`config.mk`:
```
export PLATFORM = sky130hd
export DESIGN_NAME = vga_timing_gen
export DESIGN_NICKNAME = d
export VERILOG_FILES = /design/src/rtl/vga_pkg.sv /design/src/rtl/mod_counter.sv /design/src/rtl/vga_timing_gen.sv
export SDC_FILE = /design/constraint.sdc
export NUM_CORES = 1
export LEC_CHECK = 0
export CAP_MARGIN = 15
export CORE_MARGIN = 2
export CORE_UTILIZATION = 25
export CTS_BUF_LIST = sky130_fd_sc_hd__clkbuf_4
export DETAILED_ROUTE_END_ITERATION = 10
export HOLD_SLACK_MARGIN = 0.08
export SYNTH_ARGS = -nofsm -noshare
export SYNTH_HDL_FRONTEND = slang
export SYNTH_SLANG_ARGS = --single-unit
```
`constraint.sdc`:
```
create_clock -name CLK -period 2.1 [get_ports CLK]
set_clock_uncertainty 0.15 [all_clocks]
set_input_delay 0.315 -clock CLK [delete_from_list [all_inputs] [get_ports CLK]]
set_output_delay 0.315 -clock CLK [all_outputs]
set_load 0.03 [all_outputs]
```
`src/rtl/vga_pkg.sv`:
```
// Shared constants for the VGA 640x480@60 Hz timing generator:
// video timing, colour byte fields and 160x120 frame-buffer geometry.
package vga_pkg;

    localparam int VGA_H_VIS  = 640;
    localparam int VGA_H_FP   = 16;
    localparam int VGA_H_SYNC = 96;
    localparam int VGA_H_BP   = 48;
    localparam int VGA_V_VIS  = 480;
    localparam int VGA_V_FP   = 10;
    localparam int VGA_V_SYNC = 2;
    localparam int VGA_V_BP   = 33;

    localparam int VGA_H_TOT =
        VGA_H_VIS + VGA_H_FP + VGA_H_SYNC + VGA_H_BP;
    localparam int VGA_V_TOT =
        VGA_V_VIS + VGA_V_FP + VGA_V_SYNC + VGA_V_BP;

    localparam int CNT_W = 10;

    localparam int FG_MSB = 15;
    localparam int FG_LSB = 8;
    localparam int BG_MSB = 7;
    localparam int BG_LSB = 0;

    localparam int FB_COLS    = 160;
    localparam int FB_ROWS    = 120;
    localparam int FB_ADDRH_W = 8;
    localparam int FB_ADDRV_W = 7;

    // True when lo <= x < hi.
    function automatic logic in_win(
        input logic [CNT_W-1:0] x,
        input logic [CNT_W-1:0] lo,
        input logic [CNT_W-1:0] hi
    );
        return (x >= lo) && (x < hi);
    endfunction

endpackage

```
`src/rtl/mod_counter.sv`:
```
// Enable-chained modulo counter: counts 0..MAX while en is high.
// Ports: CLK, Reset (async, active-high), en, count, tc (count==MAX && en).
module mod_counter #(
    parameter int W   = 4,
    parameter int MAX = 3
) (
    input  logic         CLK,
    input  logic         Reset,
    input  logic         en,
    output logic [W-1:0] count,
    output logic         tc
);

    localparam logic [W-1:0] LAST = W'(MAX);

    always_ff @(posedge CLK or posedge Reset) begin
        if (Reset) begin
            count <= '0;
        end else if (en) begin
            count <= (count == LAST) ? '0 : count + 1'b1;
        end
    end

    // Combinational so the next counter in the chain advances on
    // the same edge as this one wraps.
    assign tc = en && (count == LAST);

endmodule

```
`src/rtl/vga_timing_gen.sv`:
```
// VGA timing and pixel generator: pixel divider, h/v counters, 2-stage
// pixel pipeline. Ports: Reset, CLK, VGA_DATA, CONFIG_COLOURS in;
// ADDRH, ADDRV, VGA_HS, VGA_VS, VGA_COLOUR, FRAME_START out.
module vga_timing_gen
    import vga_pkg::*;
#(
    parameter int CLK_DIV = 4,
    parameter int H_VIS   = VGA_H_VIS,
    parameter int H_FP    = VGA_H_FP,
    parameter int H_SYNC  = VGA_H_SYNC,
    parameter int H_BP    = VGA_H_BP,
    parameter int V_VIS   = VGA_V_VIS,
    parameter int V_FP    = VGA_V_FP,
    parameter int V_SYNC  = VGA_V_SYNC,
    parameter int V_BP    = VGA_V_BP
) (
    input  logic                  Reset,
    input  logic                  CLK,
    input  logic                  VGA_DATA,
    input  logic [15:0]           CONFIG_COLOURS,
    output logic [FB_ADDRH_W-1:0] ADDRH,
    output logic [FB_ADDRV_W-1:0] ADDRV,
    output logic                  VGA_HS,
    output logic                  VGA_VS,
    output logic [7:0]            VGA_COLOUR,
    output logic                  FRAME_START
);

    localparam int H_TOT = H_VIS + H_FP + H_SYNC + H_BP;
    localparam int V_TOT = V_VIS + V_FP + V_SYNC + V_BP;
    localparam int DIV_W = $clog2(CLK_DIV);

    logic [DIV_W-1:0] div_unused;
    logic [CNT_W-1:0] hcount;
    logic [CNT_W-1:0] vcount;
    logic             tick;
    logic             line_end;
    logic             frame_end;

    mod_counter #(.W(DIV_W), .MAX(CLK_DIV - 1)) u_div (
        .CLK   (CLK),
        .Reset (Reset),
        .en    (1'b1),
        .count (div_unused),
        .tc    (tick)
    );

    mod_counter #(.W(CNT_W), .MAX(H_TOT - 1)) u_hcnt (
        .CLK   (CLK),
        .Reset (Reset),
        .en    (tick),
        .count (hcount),
        .tc    (line_end)
    );

    mod_counter #(.W(CNT_W), .MAX(V_TOT - 1)) u_vcnt (
        .CLK   (CLK),
        .Reset (Reset),
        .en    (line_end),
        .count (vcount),
        .tc    (frame_end)
    );

    // Stage 0: decode from the counters.
    logic act;
    logic hs0;
    logic vs0;

    assign act = (hcount < CNT_W'(H_VIS)) && (vcount < CNT_W'(V_VIS));
    assign hs0 = !in_win(hcount,
                         CNT_W'(H_VIS + H_FP),
                         CNT_W'(H_VIS + H_FP + H_SYNC));
    assign vs0 = !in_win(vcount,
                         CNT_W'(V_VIS + V_FP),
                         CNT_W'(V_VIS + V_FP + V_SYNC));

    // Stage 1: frame-buffer address plus delayed sync/active.
    logic hs1;
    logic vs1;
    logic act1;

    always_ff @(posedge CLK or posedge Reset) begin
        if (Reset) begin
            ADDRH <= '0;
            ADDRV <= '0;
            hs1   <= 1'b1;
            vs1   <= 1'b1;
            act1  <= 1'b0;
        end else if (tick) begin
            ADDRH <= act ? hcount[9:2] : '0;
            ADDRV <= act ? vcount[8:2] : '0;
            hs1   <= hs0;
            vs1   <= vs0;
            act1  <= act;
        end
    end

    // Stage 2: pixel data returned for the stage-1 address.
    always_ff @(posedge CLK or posedge Reset) begin
        if (Reset) begin
            VGA_HS     <= 1'b1;
            VGA_VS     <= 1'b1;
            VGA_COLOUR <= 8'h00;
        end else if (tick) begin
            VGA_HS <= hs1;
            VGA_VS <= vs1;
            if (!act1) begin
                VGA_COLOUR <= 8'h00;
            end else if (VGA_DATA) begin
                VGA_COLOUR <= CONFIG_COLOURS[FG_MSB:FG_LSB];
            end else begin
                VGA_COLOUR <= CONFIG_COLOURS[BG_MSB:BG_LSB];
            end
        end
    end

    always_ff @(posedge CLK or posedge Reset) begin
        if (Reset) begin
            FRAME_START <= 1'b0;
        end else begin
            FRAME_START <= frame_end;
        end
    end

endmodule

```
==> flow_metrics.tcl, run 1 <==
set metrics [dict create \
    fin_tns_setup_ns 0 \
    tightest_slew_ns 0.599 \
    dp_cells 339 \
    ios 45 \
    n_antenna_cell 0 \
    power_density_nw_per_um2 527 \
    slew_headroom 0.600 \
    synth_nets 213 \
    r2r_slack_ns 0.25 \
    antenna_found_initial 0 \
    peakVddDrop_mv 0.190 \
    synth_cell_types 46 \
    drtIter0Drc 91 \
    syn_area_per_cell_sq_um 12.4 \
    max_freq_mhz 524 \
    synth.yosys.warnings 0 \
    wl_per_cell_um 14.1 \
    hold_viol 0 \
    worst_hold_slack_ns 0.146 \
    drive_gt1_frac 0.144 \
    period_share 0.909 \
    grt_overflow 0 \
    cts_buffers 5 \
    clk_pin_slew_ns 0.14 \
    power_uw 1580 \
    worstSetupEndpointType "output pin" \
    synthCells 189 \
    cts_htree_levels 2 \
    clock_sinks 51 \
    preCtsSetupSlack_ns 0.247 \
    cp_num_buf_inv 1 \
    crit_chain "clkdlybuf4s50_1" \
    die_h_um 101 \
    status "completed" \
    crit_family "buffers and inverters" \
    die_area_sq_um 10100 \
    arrival_ns 1.44 \
    die_w_um 101 \
    yosys_register_bits 51 \
    rsz0062_at_grt "no" \
    grtUsageTotal 0.104 \
    period_minus_slack_ns 1.91 \
    power.leakage_uw 0.00129 \
    grt_pass1_vias 1639 \
    core-area_sq_um 9150 \
    yosysSeqAreaShare 0.548 \
    crit_type "reg -> out" \
    rows 35 \
    gp_congestion 0.726 \
    syn-cell-area_sq_um 2340 \
    min_path_type "in -> async" \
    first_pass_iters 4 \
    cpMaxStageDelayCell "clkdlybuf4s50_1" \
    routed_wl_um 4900 \
    drv_cap 0 \
    vias 1624 \
    drtAntennaViolNets 0 \
    grt_max_degree 52 \
    post_cts_buffers 0 \
    crit_required_ns 1.63 \
    dp_hpwl_um 3470 \
    r2r_cells 4 \
    start_util 0.256 \
    syn_to_final_growth_pct 28.0 \
    crit_fanout 2 \
    clockBufferDepth 2 \
    slew_viol_final 0 \
    avgViaCountPerCell 4.68 \
    cts_tree "yes" \
    crit_cells 1 \
    port_buffers 44 \
    rr_endpoint "ADDRV[3]" \
    start_kind "flip-flop" \
    setup_viol 0 \
    r2r_start "u_vcnt.count[5]" \
    setup_ws_ns 0.191 \
    fin_cells 347 \
    grt_pass1_wl_um 8390 \
    max_stage_delay_ns 0.68 \
    root_buffer "clkbuf_4" \
    clk_latency_ns 0.36 \
    fin_nets 259 \
    drc 0 \
]
-- layer usage --
layer | share of wire | track usage
met1 | 0.48 | 0.144
met2 | 0.45 | 0.159
met3 | 0.058 | 0.0257
met4 | 0.010 | 0.0327
met5 | 0 | 0
-- synthesized netlist by cell type, drive strengths merged --
cell | count | area (sq um)
nor2 | 15 | 72.6
dfrtp | 47 | 1180
a21o | 1 | 7.51
ha | 5 | 62.6
or3 | 2 | 17.5
nand2 | 5 | 18.8
inv | 7 | 26.3
a22o | 14 | 124
a21bo | 1 | 10.0
nor3 | 3 | 31.3
dfstp | 4 | 105
o2bb2ai | 8 | 70.1
xnor2 | 12 | 105
nand3b | 2 | 15.0
o41ai | 1 | 8.76
and4bb | 2 | 25.0
or4 | 1 | 11.3
a41oi | 1 | 8.76
nand3 | 11 | 55.1
nand4b | 1 | 23.8
and2 | 1 | 6.26
mux2i | 9 | 90.1
and4 | 3 | 26.3
clkbuf | 6 | 27.5
or2 | 1 | 6.26
a21oi | 1 | 5.00
buf | 4 | 22.5
mux2 | 2 | 22.5
and3 | 4 | 26.3
nor4b | 1 | 8.76
nand4 | 3 | 33.8
nor4 | 4 | 46.3
xor2 | 2 | 17.5
o21ai | 5 | 25.0
-- cell usage in the layout (no fill, tap or decap), drive strengths merged, types with 3 or more instances in the layout --
| master | instances |
|---|---|
| buf | 5 |
| nand3 | 11 |
| o21ai | 5 |
| xnor2 | 12 |
| nor2 | 15 |
| mux2i | 9 |
| nor4 | 4 |
| a22o | 14 |
| o2bb2ai | 8 |
| nand4 | 3 |
| dfrtp | 47 |
| clkbuf | 6 |
| clkdlybuf4s50 | 42 |
| and3 | 4 |
| nand2 | 5 |
| and4 | 3 |
| inv | 7 |
| nor3 | 3 |
| ha | 5 |
| dfstp | 4 |
-- worst min-delay path, cell delays in order --
cell	delay (ns)
clkdlybuf4s50_1	0.41
inv_2	0.07
buf_12	0.26
-- cell families after synthesis --
group                      synth area share
DFF                                   0.548
AOI/OAI and AO/OA                     0.111
and+or+nand+nor                       0.181
muxes                                0.0482
buffers and inverters                0.0326
adders and majority gates            0.0268
xor gates and xnor gates             0.0524
-- report_power, final --
| group | leakage [uW] | switching [uW] | total (uW) | internal, uW |
|---|---|---|---|---|
| registers | 0.000655 | 6.05 | 1000 | 994 |
| clock network | 0.0000317 | 306 | 449 | 143 |
| logic | 0.000606 | 62.4 | 130 | 67.2 |
| total | 0.00129 | 374 | 1580 | 1200 |
-- registers in the layout, summed over array words and instances (netlist names) --
signal	flops
u_div.count	2
VGA_HS	1
ADDRV	7
hs1	1
VGA_COLOUR	8
VGA_VS	1
ADDRH	8
vs1	1
FRAME_START	1
u_hcnt.count	10
act1	1
u_vcnt.count	10
-- worst max path at each step --
| stage | start | endpoint | slack (ns) |
|---|---|---|---|
| finish | ADDRH[4] | ADDRH[4] | 0.19 |
| global route | ADDRH[1] | ADDRH[1] | 0.12 |
| CTS | VGA_VS | VGA_VS | 0.03 |
| detailed placement | u_vcnt.count[7] | ADDRV[3] | 0.25 |
| global placement | u_hcnt.count[0] | u_vcnt.count[9] | 0.27 |
| floorplan | Reset | ADDRH[0] | 0.41 |
-- through the flow --
step	util	instance area (sq um)
2_1_floorplan	-	2340
3_3_place_gp	0.320	2930
3_5_place_dp	0.320	2930
4_1_cts	0.326	2990
5_1_grt	0.327	2990
6_report	0.327	2990
-- cell type report --
cell class / instances / area (sq um)
well taps: 111 / 139
flip-flops and latches: 51 / 1280
multi-input cells: 121 / 981
repair buffers: 49 / 508
clock inverters: 2 / 12.5
inverters: 7 / 26.3
clock buffers: 6 / 45.0
fillers: 901 / 6160
-- repair_timing --
item	4_1_cts	5_1_grt
hold buffers	0	0
endpoints found under the setup margin	0	2
resized for setup	0	2
No activity file was read; power rests on OpenSTA's default activity.
==> inputs of run 2 (changes only) <==
--- a/config.mk
+++ b/config.mk
@@ -9,8 +9,8 @@
 export CORE_MARGIN = 2
 export CORE_UTILIZATION = 25
 export CTS_BUF_LIST = sky130_fd_sc_hd__clkbuf_4
+export CTS_CLUSTER_SIZE = 10
 export DETAILED_ROUTE_END_ITERATION = 10
-export HOLD_SLACK_MARGIN = 0.08
 export SYNTH_ARGS = -nofsm -noshare
 export SYNTH_HDL_FRONTEND = slang
 export SYNTH_SLANG_ARGS = --single-unit
==> results of run 2 <==
Final layout, timing and power as in run 1 (identical DEF).
==> inputs of run 3 (changes only) <==
--- a/config.mk
+++ b/config.mk
@@ -11,6 +11,8 @@
 export CTS_BUF_LIST = sky130_fd_sc_hd__clkbuf_4
 export CTS_CLUSTER_SIZE = 10
 export DETAILED_ROUTE_END_ITERATION = 10
+export REMOVE_ABC_BUFFERS = 1
+export SETUP_SLACK_MARGIN = 0.4
 export SYNTH_ARGS = -nofsm -noshare
 export SYNTH_HDL_FRONTEND = slang
 export SYNTH_SLANG_ARGS = --single-unit
==> run 3 against run 2 <==
  * Die area is the same
  * Combinational power decreased by 4%
  * Power is 7.4% higher
  * Clock-buffer cell count grew 1
  * Sequential power about the same
  * Utilization is 2.3 points higher
  * Flip-flop and latch count stayed put
==> flow_metrics.tcl, run 3 (synthesis results as in run 1) <==
set metrics [dict create \
    cts_htree_levels 2 \
    syn_to_final_growth_pct 37.1 \
    start_util 0.256 \
    max_freq_mhz 568 \
    fin_tns_setup_ns 0 \
    worstSetupEndpointType "flip-flop" \
    drtAntennaViolNets 0 \
    grtUsageTotal 0.108 \
    die_area_sq_um 10100 \
    status "completed" \
    crit_required_ns 2.22 \
    largestRegisters "u_hcnt.count: 10 flops, u_vcnt.count: 10 flops" \
    vias 1710 \
    dp_cells 342 \
    slew_headroom 0.678 \
    mostFrequentLayoutCells "dfrtp_1 (44), dlygate4sd2_1 (24), buf_4 (20), clkdlybuf4s50_1 (18), a22o_1 (13)" \
    setup_ws_ns 0.340 \
    root_buffer "clkbuf_4" \
    power_uw 1700 \
    rows 35 \
    startpoint "u_vcnt.count[0]" \
    hold_buffers 0 \
    avgViaCountPerCell 4.67 \
    hold_viol 0 \
    crit_type "reg -> reg" \
    tightest_slew_ns 0.483 \
    peakVddDrop_mv 0.259 \
    r2r_start "u_vcnt.count[0]" \
    worst_hold_slack_ns 0.121 \
    period_minus_slack_ns 1.76 \
    final_common_cell "dfrtp_1" \
    crit_fanout 5 \
    grt_overflow 0 \
    die_h_um 101 \
    dp_hpwl_um 3700 \
    grt_max_degree 23 \
    fin_nets 278 \
    gp_congestion 0.768 \
    cts_buffers 5 \
    start_kind "flip-flop" \
    drive_gt1_frac 0.275 \
    drc 0 \
    rsz0062_at_grt "yes" \
    grt_pass1_vias 1779 \
    slew_viol_final 0 \
    clock_sinks 51 \
    first_pass_iters 4 \
    min_path_type "in -> async" \
    drv_cap 0 \
    cts_tree "yes" \
    ios 45 \
    power.leakage_uw 0.00148 \
    core-area_sq_um 9150 \
    fin_cells 366 \
    preCtsSetupSlack_ns 0.267 \
    period_share 0.838 \
    setup_viol 0 \
    n_antenna_cell 0 \
    wl_per_cell_um 14.1 \
    die_w_um 101 \
    drtIter0Drc 146 \
    clk_pin_slew_ns 0.13 \
    clockBufferDepth 2 \
    clk_latency_ns 0.37 \
    power_density_nw_per_um2 529 \
    antenna_found_initial 0 \
    grt_pass1_wl_um 8560 \
    arrival_ns 1.88 \
    routed_wl_um 5160 \
    port_buffers 44 \
]
-- run 3: cell types whose count changed in the layout (fill, tap and decap cells not counted), moves of 3 or more --
cell             before  now
nand3_1              11    8
dlygate4sd2_1         0   24
o21ai_0               5    2
dfrtp_2               0    3
dfrtp_1              47   44
nand3_2               0    3
buf_4                 3   20
ha_4                  0    3
clkdlybuf4s50_1      42   18
ha_1                  5    2
-- run 3: metal layers --
metal	GRT usage	routed length [um]	part of all wire	up-vias
met5	0	0	0	-
met4	0.0485	114	0.022	0
met3	0.0284	273	0.053	10
met2	0.181	2540	0.49	46
met1	0.129	2240	0.43	835
li1	-	-	-	819
-- run 3: metrics by stage --
stage,instance area [sq um],utilization
after floorplan,2290,-
after global placement,2950,0.323
after detailed placement,2950,0.323
after CTS,3120,0.340
after global routing,3210,0.350
final,3210,0.350
-- run 3: final cells by class --
class | count | area (sq um)
clock inverters | 1 | 30.0
clock buffers | 7 | 52.6
well taps | 111 | 139
fillers | 903 | 5950
inverters | 7 | 26.3
multi-input cells | 121 | 1050
flip-flops and latches | 51 | 1280
repair buffers | 68 | 622
-- run 3: final timing paths --
check | endpoint | slack [ns] | cells after the start
min reg2reg | ADDRH[6] | 0.35 | 2
min in group CLK | ADDRH[6] | 0.35 | 2
max in group asynchronous | u_div.count[0] | 1.15 | 3
max | u_vcnt.count[9] | 0.34 | 6
max reg2reg | u_vcnt.count[9] | 0.34 | 6
min | ADDRV[0] | 0.12 | 2
-- run 3: report_power, final --
| part | switching [uW] | total [uW] | leakage (uW) | internal, uW |
|---|---|---|---|---|
| clock network | 293 | 572 | 0.0000463 | 279 |
| logic | 63.8 | 125 | 0.000784 | 60.8 |
| registers | 5.55 | 1000 | 0.000652 | 994 |
-- run 3: critical path, stage by stage, from the launching register on --
cell,delay (ns)
dfrtp_1,0.42
inv_2,0.09
ha_4,0.13
nand4_1,0.09
or4_4,0.56
nor2_8,0.16
nor4_2,0.06
-- run 3: timing repair --
action | CTS | global route
endpoints found under the setup margin | 42 | 26
setup buffers | 10 | 6
pin swaps | 7 | 6
gates resized for setup | 44 | 13
